$ cat config.mk
export PLATFORM = sky130hd
export DESIGN_NAME = if_id_register
export DESIGN_NICKNAME = d
export VERILOG_FILES = /design/src/rtl/if_id_register.sv
export SDC_FILE = /design/constraint.sdc
export NUM_CORES = 1
export LEC_CHECK = 0
export BUFFER_PORTS_ARGS = -buffer_cell sky130_fd_sc_hd__buf_2
export CAP_MARGIN = 30
export CORE_UTILIZATION = 35
export DETAILED_ROUTE_END_ITERATION = 8
export GPL_ROUTABILITY_DRIVEN = 0
export REMOVE_ABC_BUFFERS = 1
export SYNTH_ARGS = -nofsm -noshare
export SYNTH_HDL_FRONTEND = slang
export SYNTH_SLANG_ARGS = --single-unit
$ cat constraint.sdc
create_clock -name clk -period 2.1 [get_ports clk]
set_input_delay 0.105 -clock clk [delete_from_list [all_inputs] [get_ports clk]]
set_output_delay 0.105 -clock clk [all_outputs]
set_load 0.01 [all_outputs]
$ cat src/rtl/if_id_register.sv
// IF/ID pipeline register for a three-slot (I, J, R) fetch packet.
// It holds the packet for decode, stalls on a load-use dependency and
// squashes the packet on a redirect. After program end it goes quiet.
// It also keeps two saturating performance counters.
module if_id_register #(
  parameter int CNT_W = 16
) (
  input  logic             clk,
  input  logic             btnc_i,
  input  logic [31:0]      program_counter,
  input  logic [31:0]      instruction_i,
  input  logic [31:0]      instruction_j,
  input  logic [31:0]      instruction_r,
  input  logic             type_i,
  input  logic             type_j,
  input  logic             type_r,
  input  logic             PCSrc,
  input  logic             jump,
  input  logic             finish,
  input  logic             id_ex_memread,
  input  logic [4:0]       id_ex_rt,
  output logic [31:0]      pc_id,
  output logic [31:0]      inst_i_id,
  output logic [31:0]      inst_j_id,
  output logic [31:0]      inst_r_id,
  output logic             valid_i_id,
  output logic             valid_j_id,
  output logic             valid_r_id,
  output logic             hazard,
  output logic             halted,
  output logic [CNT_W-1:0] packet_cnt,
  output logic [CNT_W-1:0] bubble_cnt,
  output logic [1:0]       issue_count
);

  // A load's rt field is its destination, not a source operand.
  localparam logic [5:0] OP_LW = 6'b100011;

  logic [31:0]      r_pc;
  logic [31:0]      r_inst_i;
  logic [31:0]      r_inst_j;
  logic [31:0]      r_inst_r;
  logic             r_valid_i;
  logic             r_valid_j;
  logic             r_valid_r;
  logic             r_halted;
  logic [CNT_W-1:0] r_packet_cnt;
  logic [CNT_W-1:0] r_bubble_cnt;

  logic             w_flush;
  logic             w_match_i;
  logic             w_match_r;
  logic             w_hazard;
  logic             w_pkt_inc;
  logic             w_bub_inc;
  logic [31:0]      w_pc_n;
  logic [31:0]      w_inst_i_n;
  logic [31:0]      w_inst_j_n;
  logic [31:0]      w_inst_r_n;
  logic             w_valid_i_n;
  logic             w_valid_j_n;
  logic             w_valid_r_n;
  logic [CNT_W-1:0] w_packet_cnt_n;
  logic [CNT_W-1:0] w_bubble_cnt_n;

  // Saturating increment: the counter sticks at all-ones instead of wrapping.
  function automatic logic [CNT_W-1:0] f_sat_inc(input logic [CNT_W-1:0] cnt,
                                                 input logic             en);
    if (en && (cnt != {CNT_W{1'b1}})) begin
      f_sat_inc = cnt + {{(CNT_W-1){1'b0}}, 1'b1};
    end else begin
      f_sat_inc = cnt;
    end
  endfunction

  assign w_flush = PCSrc | jump;

  // The J slot reads no registers, so it never takes part in a load-use match.
  assign w_match_r = r_valid_r &
                     ((r_inst_r[25:21] == id_ex_rt) | (r_inst_r[20:16] == id_ex_rt));
  assign w_match_i = r_valid_i &
                     ((r_inst_i[25:21] == id_ex_rt) |
                      ((r_inst_i[31:26] != OP_LW) & (r_inst_i[20:16] == id_ex_rt)));

  // A redirect or halt outranks a stall, so either one masks the hazard.
  assign w_hazard = id_ex_memread & (id_ex_rt != 5'd0) & ~w_flush & ~r_halted &
                    (w_match_i | w_match_r);

  assign w_pkt_inc = ~r_halted & ~w_flush & ~w_hazard & (type_i | type_j | type_r);
  assign w_bub_inc = ~r_halted & (w_flush | w_hazard);

  // Next packet state: halted > flush > hazard hold > normal load.
  always_comb begin
    w_pc_n      = r_pc;
    w_inst_i_n  = r_inst_i;
    w_inst_j_n  = r_inst_j;
    w_inst_r_n  = r_inst_r;
    w_valid_i_n = r_valid_i;
    w_valid_j_n = r_valid_j;
    w_valid_r_n = r_valid_r;
    if (r_halted) begin
      w_inst_i_n  = 32'd0;
      w_inst_j_n  = 32'd0;
      w_inst_r_n  = 32'd0;
      w_valid_i_n = 1'b0;
      w_valid_j_n = 1'b0;
      w_valid_r_n = 1'b0;
    end else if (w_flush) begin
      w_pc_n      = program_counter;
      w_inst_i_n  = 32'd0;
      w_inst_j_n  = 32'd0;
      w_inst_r_n  = 32'd0;
      w_valid_i_n = 1'b0;
      w_valid_j_n = 1'b0;
      w_valid_r_n = 1'b0;
    end else if (w_hazard) begin
      w_pc_n      = r_pc;
    end else begin
      w_pc_n      = program_counter;
      w_inst_i_n  = type_i ? instruction_i : 32'd0;
      w_inst_j_n  = type_j ? instruction_j : 32'd0;
      w_inst_r_n  = type_r ? instruction_r : 32'd0;
      w_valid_i_n = type_i;
      w_valid_j_n = type_j;
      w_valid_r_n = type_r;
    end
  end

  // Next counter values; the increment enables already exclude the halted state.
  always_comb begin
    w_packet_cnt_n = f_sat_inc(r_packet_cnt, w_pkt_inc);
    w_bubble_cnt_n = f_sat_inc(r_bubble_cnt, w_bub_inc);
  end

  // State register; reset wins over everything, including a stall or halt.
  always_ff @(posedge clk) begin
    if (btnc_i) begin
      r_pc         <= 32'd0;
      r_inst_i     <= 32'd0;
      r_inst_j     <= 32'd0;
      r_inst_r     <= 32'd0;
      r_valid_i    <= 1'b0;
      r_valid_j    <= 1'b0;
      r_valid_r    <= 1'b0;
      r_halted     <= 1'b0;
      r_packet_cnt <= {CNT_W{1'b0}};
      r_bubble_cnt <= {CNT_W{1'b0}};
    end else begin
      r_pc         <= w_pc_n;
      r_inst_i     <= w_inst_i_n;
      r_inst_j     <= w_inst_j_n;
      r_inst_r     <= w_inst_r_n;
      r_valid_i    <= w_valid_i_n;
      r_valid_j    <= w_valid_j_n;
      r_valid_r    <= w_valid_r_n;
      r_halted     <= r_halted | finish;
      r_packet_cnt <= w_packet_cnt_n;
      r_bubble_cnt <= w_bubble_cnt_n;
    end
  end

  assign pc_id       = r_pc;
  assign inst_i_id   = r_inst_i;
  assign inst_j_id   = r_inst_j;
  assign inst_r_id   = r_inst_r;
  assign valid_i_id  = r_valid_i;
  assign valid_j_id  = r_valid_j;
  assign valid_r_id  = r_valid_r;
  assign hazard      = w_hazard;
  assign halted      = r_halted;
  assign packet_cnt  = r_packet_cnt;
  assign bubble_cnt  = r_bubble_cnt;
  assign issue_count = {1'b0, r_valid_i} + {1'b0, r_valid_j} + {1'b0, r_valid_r};

endmodule

======== Word level (Yosys, flattened, before mapping) ========
Index checks and enable logic that the tools add are counted.
cells by class
  mux-type cells .......................... 5
  equal/unequal tests ..................... 8
  add/subtract/negate cells ............... 4
  reductions and logical operators ........ 5
  bitwise gates (word level) .............. 22
operators by type and width
  kind                     count
  $mux W32                 5
  $add A16 B1 Y16 const B  2
  $ne A16 B16 Y1 const B   2
  $eq A5 B5 Y1             4
  $and A1 B1 Y1            11
  $or A1 B1 Y1             8
  $ne A6 B6 Y1 const B     1
  $reduce_bool A5 Y1       1
  $not A1 Y1               3
  $reduce_or A3 Y1         1
  $add A1 B1 Y2            1
  $add A2 B1 Y2            1
  $logic_and A1 B1 Y1      2
  $ne A2 B2 Y1 const B     1
  $reduce_and A2 Y1        1
storage, ports and cells
  output and inout port bits .............. 167
  word-level logic and storage cells ...... 54
  register bits after elaboration ......... 164

======== Longest topological paths before layout ========
  word-level depth ........................ 10
  gate-level depth with buffers ........... 11
  gate-level depth less buffers ........... 7

======== Worst setup path before layout ========
OpenSTA, ideal clock, no wires.
  path type ............................... reg-to-reg
  start ................................... reg r_bubble_cnt[0] (netlist: bubble_cnt[0])
  end ..................................... reg r_bubble_cnt[9] (netlist: bubble_cnt[9])
  library setup time ...................... 123 ps
  stages on the path, launching flop included .. 9
  path buffers ............................ 1
  slack ................................... -75 ps
  data required time ...................... 1977 ps
  arrival time ............................ 2052 ps
  path through ............................ dfxtp_1 -> ha_1 -> and3_1 -> nand3_1 -> nor3_1 -> clkbuf_1 -> or4b_1 -> a21oi_1 -> mux2_1
on the way
  cells in the longest elaborated chain, start to end .. 2
ends and longest elaborated chain
  what                                                     line  RTL
  from (decl)                                              48    logic [CNT_W-1:0] r_bubble_cnt;
  from (signal assigned)                                   147   r_bubble_cnt <= {CNT_W{1'b0}};
  from (signal assigned)                                   158   r_bubble_cnt <= w_bubble_cnt_n;
  branches (longest 2 deep; another with $add A16 B1 Y16)  n/a
Several ways; the timed one is not identified.
A chain may end at the register's enable or synchronous reset.

======== Worst setup path in the final report ========
  start ................................... reg r_inst_i[23] (netlist: inst_i_id[23])
  end ..................................... reg r_inst_r[30] (netlist: inst_r_id[30])
on the way
  cells in the longest elaborated chain, start to end .. 5
ends and longest elaborated chain
  what                    line  RTL
  from (decl)             40    logic [31:0] r_inst_i;
  from (signal assigned)  150   r_inst_i <= w_inst_i_n;
  $eq A5 B5 Y1            82    ((r_inst_i[25:21] == id_ex_rt) |
  $or A1 B1 Y1            82
  $and A1 B1 Y1           81    assign w_match_i = r_valid_i &
  $or A1 B1 Y1            87    (w_match_i | w_match_r);
  $and A1 B1 Y1           86    assign w_hazard = id_ex_memread & (id_ex_rt != 5'd0) & ~w_flush & ~r_halted &
  to (signal assigned)    152   r_inst_r <= w_inst_r_n;
  to (decl)               42    logic [31:0] r_inst_r;
Every way passes these cells.

==> results_dict.tcl <==
set metrics [dict create \
    status "complete, but fails checks" \
    violations "negative setup slack" \
    worstPathCellList "xor2_1 > nor3_1 > a22oi_2 > o22a_4 > buf_16 > buf_12 > buf_12 > clkbuf_16 > nand3_1 > a21oi_1" \
    yosysUniqueCellTypes 44 \
    synthCells 809 \
    die_height_microns 142 \
    cp_num_buf_inv 4 \
    worstPathRequired_ns 2.44 \
    worstMarginPinSlew_ns 1.36 \
    r2r_end "inst_r_id[30]$_SDFFE_PP0N_" \
    grt_pass1_vias 7232 \
    cts_buffers 17 \
    leakage_nw 5.43 \
    setup_tns_ns -1.93 \
    drt-initial-drc-count 409 \
    antenna_found_initial 3 \
    numPortBuffers 308 \
    synth-edff-count 0 \
    cts_tree "built" \
    grt_remaining_overflow 0 \
    dieArea_sq_um 20200 \
    synth.top_cell.area_share_pct 47.8 \
    maxCapViolations 0 \
    postRouteWirelength_mm 26.6 \
    seq_area_frac_synth_pct 47.8 \
    critPathLaunchType "flip-flop" \
    whs_endpoint "inst_r_id[25]$_SDFFE_PP0N_" \
    end_kind "flip-flop" \
    ys_ff_latch 164 \
    cp_slowest_stage_delay_ns 0.37 \
    area_growth_pct 77.4 \
    insertion_delay_ns 0.43 \
    grt_pass1_wl_mm 36.4 \
    finalSetupViolCount 67 \
    finalWorstPathRequiredPeriod_ns 2.21 \
    fin_total_pwr_mw 7.28 \
    setup_ws_ns -0.105 \
    ant_nets 0 \
    p_per_area_nw_per_um2 597 \
    start_util_pct 36.3 \
    slew_viol_final 0 \
    vdd_ir_drop_max_mv 0.522 \
    synth_warnings 0 \
    cts_buffer_depth 2 \
    fmax_ghz 0.453 \
    synthTopCellsByCount "164 x dfxtp_1, 119 x a21oi_1, 109 x nand2_1" \
    nNetsFinal 1431 \
    fill_cells 1538 \
    grt_max_degree 75 \
    drive_gt1_share_pct 45.0 \
    critPathMaxFanout 8 \
    hold_viol 0 \
    synthArstFlopShare_pct 0 \
    critPathTopFamily "compound AO/OA/AOI/OAI gates" \
    min_period_over_period_pct 105 \
    synth.area.top_cells "dfxtp_1 48%, a21oi_1 8.7%, nand3_1 7.8%" \
    seq_area_sq_um 3290 \
    reg2reg_depth 10 \
    r2r_start "inst_i_id[23]$_SDFFE_PP0N_" \
    vias_per_cell 5.01 \
    multi_input_area_sq_um 4020 \
    clock-root-buffer "clkbuf_16" \
    synth_most_common_cell "dfxtp_1" \
    cts.clk_slew.worst_paths_ns 0.07 \
    dominantRegCellSynth "dfxtp_1" \
    netlist_area_sq_um 6870 \
    ios 309 \
    worstHoldStart "btnc_i" \
    grt_util_all_layers_pct 22.9 \
    clock_skew_ns 0.00896 \
    wl_per_cell_microns 17.0 \
    cts_sinks 164 \
    htreeDepth 4 \
    crit_top_cell "buf_12" \
    cp_slowest_cell "dfxtp_1" \
    syn_area_per_cell_sq_um 8.50 \
    core_area_sq_um 19000 \
    rows 50 \
    yosys.area.top_type "dfxtp_1" \
    drc 0 \
    relSlewSlack_pct 9.07 \
    hold_class "input pin to flip-flop" \
    r2r_slack_ns -0.11 \
    rsz0062_at_grt "true" \
    first_pass_iters 6 \
    crit_type "flip-flop to flip-flop" \
    worst-endpoint-arrival_ns 2.54 \
    die_x_microns 142 \
    dp_hpwl_mm 15.2 \
    worstHoldPathCells 3 \
    vias 7824 \
]
cells by family (layout without fill, tap and decap cells):
logic type,after synthesis,after routing,share of synthesized area [%]
buffers and inverters,73,563,4.82
and+or+nand+nor,348,348,24.2
DFF,164,164,47.8
muxes,51,51,7.74
other,0,4,0
AOI/OAI and AO/OA,150,150,12.3
xor gates and xnor gates,20,20,2.55
adders and majority gates,3,3,0.655
layout make-up:
class,count,area share [%]
diodes,4,0.0821
clock inverters,12,0.975
multi-input cells,572,33.0
repair inverters,2,0.123
repair buffers,525,32.1
flip-flops and latches,164,27.0
well taps,260,2.67
inverters,4,0.226
clock buffers,20,3.83
flip-flops by register name (all words and copies together), names as in the netlist:
signal and count:
inst_j_id 32, bubble_cnt 16, valid_j_id 1, valid_r_id 1
pc_id 32, valid_i_id 1, inst_r_id 32, inst_i_id 32
halted 1, packet_cnt 16
how the worst max path moves through the flow:
stage	from	end	slack (ns)	cells after the start
after global routing	inst_i_id[23]$_SDFFE_PP0N_	inst_r_id[30]$_SDFFE_PP0N_	-0.19	10
after detailed placement	inst_i_id[28]$_SDFFE_PP0N_	bubble_cnt[2]$_SDFFE_PP0P_	-0.17	6
after global placement	inst_i_id[28]$_SDFFE_PP0N_	bubble_cnt[2]$_SDFFE_PP0P_	-0.11	6
after CTS	inst_i_id[28]$_SDFFE_PP0N_	bubble_cnt[5]$_SDFFE_PP0P_	-0.08	7
final	inst_i_id[23]$_SDFFE_PP0N_	inst_r_id[30]$_SDFFE_PP0N_	-0.11	10
after floorplan	inst_i_id[31]$_SDFFE_PP0N_	packet_cnt[10]$_SDFFE_PP0P_	-3.17	7
layer usage:
metal / wire [microns] / part of all wire (%) / global-route usage (%)
met1: 11100 / 42 / 27.4
met2: 13100 / 49 / 38.4
met3: 1380 / 5.2 / 4.74
met4: 1060 / 4.0 / 12.3
met5: 0 / 0 / 0
report_power, final:
group / internal [mW] / switching [mW]
Clock: 1.75 / 1.36
Combinational: 0.498 / 0.446
Sequential: 3.19 / 0.0425
Total: 5.43 / 1.85
placed cells by master (no fill, tap or decap), types with 8 or more instances in the layout:
master / Yosys / routed
nor2b_1: 17 / 17
nand3_1: 107 / 51
buf_2: 31 / 308
nand4_1: 11 / 11
and3_1: 9 / 8
dfxtp_1: 164 / 159
xor2_1: 20 / 20
clkbuf_16: 0 / 25
nor2_1: 57 / 56
a21oi_2: 0 / 42
buf_12: 0 / 15
mux2_4: 0 / 14
o31ai_1: 9 / 9
a21oi_1: 119 / 74
mux2i_1: 34 / 32
nand2_1: 109 / 107
dlygate4sd3_1: 0 / 129
buf_6: 2 / 8
or4_1: 12 / 9
buf_4: 1 / 52
nand3_2: 0 / 51
worst min-delay path, delay by kind of cell:
family                 cells  cell delay [ns]
AO/OA/AOI/OAI              1             0.04
AND/OR/NAND/NOR            1             0.38
buffers and inverters      1             0.11
metrics by stage:
step	cell area, sq um	worst slack, ns	hold slack [ns]	instances	utilization (%)
after detailed placement	9000	-0.173	0.342	1366	47.5
after global placement	8990	-0.114	0.336	1365	47.4
after floorplan	6560	-3.17	0.174	740	-
final	12200	-0.105	0.251	1563	64.3
after CTS	11200	-0.0828	0.200	1539	58.8
after global routing	12200	-0.195	0.275	1562	64.3
timing repair:
action,4_1_cts,5_1_grt
endpoints found under the hold margin,129,0
gates cloned,3,12
pin swaps,13,87
hold buffers,129,0
setup endpoints to repair,111,138
gates resized for setup,39,152
buffers inserted,10,10
Note: power is estimated with default switching activity, not from simulation.
